File: config.mk
export PLATFORM = sky130hd
export DESIGN_NAME = sclr_splitter
export DESIGN_NICKNAME = d
export VERILOG_FILES = /design/src/rtl/sclr_splitter.sv
export SDC_FILE = /design/constraint.sdc
export NUM_CORES = 2
export LEC_CHECK = 0
export ABC_AREA = 1
export CORE_ASPECT_RATIO = 0.75
export CORE_UTILIZATION = 59
export CTS_BUF_LIST = sky130_fd_sc_hd__clkbuf_8
export DETAILED_ROUTE_END_ITERATION = 7
export GPL_TIMING_DRIVEN = 0
export PLACE_DENSITY = 0.86
export SETUP_SLACK_MARGIN = 0.15
export SYNTH_ARGS = -nofsm -noshare
export SYNTH_HDL_FRONTEND = slang
export SYNTH_SLANG_ARGS = --single-unit
export TNS_END_PERCENT = 1
File: constraint.sdc
create_clock -name clk -period 1.6 [get_ports clk]
set_clock_uncertainty 0.1 [all_clocks]
set_input_delay 0.24 -clock clk [delete_from_list [all_inputs] [get_ports clk]]
set_output_delay 0.24 -clock clk [all_outputs]
set_load 0.02 [all_outputs]
File: src/rtl/sclr_splitter.sv
// Signed-digit scalar splitter: cuts each scalar into P_NUM_WIN windows and
// recodes them to {sign, magnitude} digits for the accumulator.
// Latency P_NUM_WIN cycles (one register stage per window, output register included).
// Backpressure: a single global enable freezes every stage while the output
// beat is held; input ready drops in the same cycle.
//
// Ports:
//   clk, rst                    clock, synchronous active-high reset
//   axis_s_sclr_*               input scalar stream (data/valid/last/ready)
//   axis_m_red_scal_*           output digit stream; window k occupies
//                               data[k*P_RED_SCLR_W +: P_RED_SCLR_W], MSB = sign
//
// Build option: define SCLR_SPLIT_SIGNED_EN for signed-digit recoding; without
// it the windows are passed through unsigned with identical timing.
module sclr_splitter #(
  parameter int P_SCLR_W     = 253,
  parameter int P_NUM_WIN    = 7,
  parameter int P_RED_SCLR_W = 38
) (
  input  logic                              clk,
  input  logic                              rst,
  input  logic [P_SCLR_W-1:0]               axis_s_sclr_data_i,
  input  logic                              axis_s_sclr_valid_i,
  input  logic                              axis_s_sclr_last_i,
  output logic                              axis_s_sclr_ready_o,
  output logic [P_NUM_WIN*P_RED_SCLR_W-1:0] axis_m_red_scal_data_o,
  output logic                              axis_m_red_scal_valid_o,
  output logic                              axis_m_red_scal_last_o,
  input  logic                              axis_m_red_scal_ready_i
);

  localparam int W  = P_RED_SCLR_W - 1;        // window / magnitude width
  localparam int PW = P_NUM_WIN * W;           // zero-padded scalar width
  localparam int DW = P_NUM_WIN * P_RED_SCLR_W;

`ifdef SCLR_SPLIT_SIGNED_EN
  localparam bit SIGNED_EN = 1'b1;
`else
  localparam bit SIGNED_EN = 1'b0;
`endif

  // Largest digit that stays positive: 2^(W-1).
  localparam logic [W:0] HALF = (W+1)'(1) << (W-1);

  // The top window must be strictly narrower than W bits so that
  // top window + carry never exceeds 2^(W-1).
  if (P_RED_SCLR_W < 2) begin : g_bad_red_w
    $error("sclr_splitter: P_RED_SCLR_W must be at least 2");
  end
  if (PW <= P_SCLR_W) begin : g_bad_win
    $error("sclr_splitter: P_NUM_WIN*(P_RED_SCLR_W-1) must exceed P_SCLR_W");
  end

  logic          en;
  logic [PW-1:0] sclr_pad;

  // One enable for the whole pipe: stalls freeze everything, bubbles included.
  assign en                  = !axis_m_red_scal_valid_o || axis_m_red_scal_ready_i;
  assign axis_s_sclr_ready_o = en && !rst;
  assign sclr_pad            = {{(PW-P_SCLR_W){1'b0}}, axis_s_sclr_data_i};

  for (genvar k = 0; k < P_NUM_WIN; k++) begin : g_stage
    // Stage k sees windows k..P_NUM_WIN-1; window k sits in the low W bits.
    localparam int RAW_W = (P_NUM_WIN - k) * W;

    logic             vld_in;
    logic             last_in;
    logic             c_in;
    logic [RAW_W-1:0] raw_in;
    logic [DW-1:0]    dig_in;

    logic [W-1:0]     win;
    logic [W:0]       d;
    logic [W-1:0]     neg;
    logic             rec;
    logic             sgn;
    logic [W-1:0]     mag;
    logic [DW-1:0]    dig_nxt;

    logic             vld_q;
    logic             last_q;
    logic [DW-1:0]    dig_q;

    if (k == 0) begin : g_head
      assign vld_in  = axis_s_sclr_valid_i;
      assign last_in = axis_s_sclr_last_i;
      assign c_in    = 1'b0;
      assign raw_in  = sclr_pad;
      assign dig_in  = '0;
    end else begin : g_body
      assign vld_in  = g_stage[k-1].vld_q;
      assign last_in = g_stage[k-1].last_q;
      assign c_in    = g_stage[k-1].g_fwd.c_q;
      assign raw_in  = g_stage[k-1].g_fwd.raw_q;
      assign dig_in  = g_stage[k-1].dig_q;
    end

    assign win = raw_in[W-1:0];
    assign d   = {1'b0, win} + {{W{1'b0}}, c_in};
    // 2^W - d modulo 2^W; d = 2^W yields 0, which is then emitted as +0.
    assign neg = '0 - d[W-1:0];

    // Recode to a negative digit only above 2^(W-1); the top window never recodes.
    assign rec = SIGNED_EN && (k < P_NUM_WIN - 1) && (d > HALF);
    assign mag = rec ? neg : (SIGNED_EN ? d[W-1:0] : win);
    assign sgn = rec && (neg != '0);

    always_comb begin
      dig_nxt = dig_in;
      dig_nxt[k*P_RED_SCLR_W +: P_RED_SCLR_W] = {sgn, mag};
    end

    always_ff @(posedge clk) begin
      if (rst) begin
        vld_q  <= 1'b0;
        last_q <= 1'b0;
        dig_q  <= '0;
      end else if (en) begin
        vld_q  <= vld_in;
        last_q <= last_in;
        dig_q  <= dig_nxt;
      end
    end

    // Carry and unresolved windows only exist between stages.
    if (k < P_NUM_WIN - 1) begin : g_fwd
      logic [RAW_W-W-1:0] raw_q;
      logic               c_q;

      always_ff @(posedge clk) begin
        if (rst) begin
          raw_q <= '0;
          c_q   <= 1'b0;
        end else if (en) begin
          raw_q <= raw_in[RAW_W-1:W];
          c_q   <= rec;
        end
      end
    end
  end

  assign axis_m_red_scal_data_o  = g_stage[P_NUM_WIN-1].dig_q;
  assign axis_m_red_scal_valid_o = g_stage[P_NUM_WIN-1].vld_q;
  assign axis_m_red_scal_last_o  = g_stage[P_NUM_WIN-1].last_q;

endmodule
==> results.toml <==
[layout]
area.growth.synth_to_final_pct = 21.4
fill_cells = 9991
finish.utilization = 0.722
drive_gt1_frac = 0.111
final_net_count = 12900

[setup_path]
end_kind = "output port"
cp.required_ns = 1.26
startpoint_type = "register"
r2r_cells = 8
crit_fanout = 4
cp.arrival_ns = 1.88
critPathKind = "register to output port"

[floorplan]
rows = 113
dieHeight_um = 311
top_level_ports = 527
design.die.area_um2 = 129000
die_w_um = 415
placeableCoreArea_um2 = 127000
start_util = 0.595

[global_route]
antenna_found_initial = 25
grt.met2_usage = 0.512
track_usage = 0.336
grt_first_pass_wirelength_mm = 348
grt_max_degree = 17
grtUsageMet3 = 0.0669
grt-ovfl-total = 0
grt_pass1_vias = 67100
gr-max-usage-layer = "met2"
use_met1 = 0.432

[sta]
worst_pin_slew_ns = 1.29
hold_viol_final = 0
setup_viol = 2021
fmax_ghz = 0.450
fin_tns_setup_ns = -427.38
period_needed_ns = 2.22
fin_crit_sh = 1.39
maxSlewViolCount = 0
worst_slack_ns = -0.623
relSlewSlack = 0.137
rsz0062_at_grt = "yes"

[yosys]
netlist_area_um2 = 75300
syn_inst = 11500
synth.top_cells.by_count = "nor2_1 (3572), inv_1 (1786), dfxtp_1 (1785)"
synthMostInstantiatedCell = "nor2_1"
synth_edf_count = 0
synthFlopType = "dfxtp_1"
ys_ff_latch = 1785
ys_types = 11
netlist.area_leader.share = 0.474
synth_warnings = 0
synth_top_area_cell = "dfxtp_1"
yosysSeqAreaShare = 0.474
synth_area_per_cell_um2 = 6.54
synthTopCellsByArea = "dfxtp_1 (47%), nor2_1 (18%), nand3_1 (12%), inv_1 (8.9%), nand2_1 (8.9%)"
synthArstFlopShare = 0

[min_path]
hold_depth = 6
min_path_type = "primary input to register"

[routing]
wl_per_cell_um = 15.6
viasPerCell = 5.02
drt_iter0_markers = 7907
vias = 72700
drc = 9
drt_first_pass_iters = 8
wirelength_mm = 226
drtAntennaViolNets = 0

[pwr]
ir_worst_vdd_mv = 0.843
leakagePower_nw = 39.0
p_per_area_nw_per_um2 = 1000

[clock_network]
root_buffer = "clkbuf_8"
clkTransAtPathRegs_ns = 0.06
cts_buffer_depth = 4
tritoncts = "built"
numCtsBuffers = 291
clock_latency_ns = 1.00
ctsHtreeMaxLevel = 5
clock-sinks = 1785

[run]
cap_viol_max_count = 0

[placed_design]
place_hpwl_mm = 151
gp_congestion = 0.937
io_buffers = 513
post-place-ws_ns = -1.47

[outcome]
outcome = "complete, but fails checks"
violations = "design-rule violations, negative setup slack"
-- state kept, by name, summed over array words and instances, names as in the netlist --
signal / flops
g_stage.last_q: 6
axis_m_red_scal_last_o: 1
g_stage.vld_q: 6
g_stage.g_fwd.raw_q: 741
g_stage.dig_q: 777
axis_m_red_scal_data_o: 253
axis_m_red_scal_valid_o: 1
-- area by class of cell --
| class | instances | area [µm²] | area share |
|---|---|---|---|
| antenna | 13 | 32.5 | 0.000356 |
| clock buffer | 357 | 4910 | 0.0537 |
| sequential | 1785 | 36000 | 0.394 |
| tap | 1667 | 2090 | 0.0228 |
| inverter | 1787 | 6710 | 0.0733 |
| buffer | 804 | 4140 | 0.0453 |
| clock inverter | 116 | 492 | 0.00538 |
| timing repair buffer | 784 | 7970 | 0.0872 |
| multi-input combinational | 7153 | 29100 | 0.318 |
-- critical path: stages, from the launching register on --
cell and delay, ns:
dfxtp_4 0.35, inv_2 0.07, nor2_4 0.04, buf_12 0.12
buf_8 0.11, nor2_4 0.07, buf_6 0.15
-- kinds of logic (layout without fill, tap and decap cells) --
kind of cell           after synthesis  after routing  synth area share
buffers and inverters             2592           3848             0.140
other                                1             26         0.0000498
AND/OR/NAND/NOR                   7140           7140             0.385
flip-flops                        1785           1785             0.474
-- path summary, 6_finish.rpt --
kind | startpoint | end | slack, ns
max | axis_m_red_scal_valid_o | axis_s_sclr_ready_o | -0.62
min | axis_m_red_scal_ready_i | g_stage[5].dig_q[226] | 0.27
max reg2reg | axis_m_red_scal_valid_o | axis_m_red_scal_data_o[53] | -0.37
min reg2reg | g_stage[1].g_fwd.raw_q[144] | g_stage[2].g_fwd.raw_q[107] | 0.34
-- layout by cell type, fill, tap and decap left out, drive strengths merged --
cell type	Yosys	routed
buf	677	864
bufinv	0	1
clkbuf	128	490
clkdlybuf4s15	0	1
clkdlybuf4s50	0	257
clkinv	0	18
clkinvlp	0	2
conb	1	13
dfxtp	1785	1785
diode	0	13
dlygate4sd2	0	77
dlygate4sd3	0	256
inv	1787	1882
nand2	1784	1784
nand3	1784	1784
nor2	3572	3572
-- power breakdown --
part / switching, W / internal, W
Sequential: 0.000817 / 0.0457
Combinational: 0.00435 / 0.00295
Clock: 0.0177 / 0.0201
Total: 0.0228 / 0.0688
-- routing by layer --
metal / vias to the layer above / part of all wire
met2: 3086 / 0.43
met5: - / 0.000071
met3: 805 / 0.084
met1: 32500 / 0.42
li1: 36300 / -
met4: 2 / 0.068
-- through the flow --
| stage | hold slack, ns | area, µm² | total power (W) | instances |
|---|---|---|---|---|
| floorplan | 0.205 | 75400 | 0.0515 | 11500 |
| global placement | 0.363 | 82600 | 0.0538 | 13700 |
| detailed placement | 0.367 | 82600 | 0.0540 | 13700 |
| CTS | 0.185 | 90700 | 0.0914 | 14400 |
| global route | 0.264 | 91400 | 0.0947 | 14500 |
| finish | 0.268 | 91500 | 0.0916 | 14500 |
-- repair_timing --
action,in CTS,in global routing
gates cloned,0,1
pin swaps,1,2
endpoints found under the setup margin,2040,2040
setup buffers,5,9
hold buffers,256,0
gates resized for setup,665,891
endpoints found under the hold margin,256,0
Note: power is estimated with default switching activity, not from simulation.
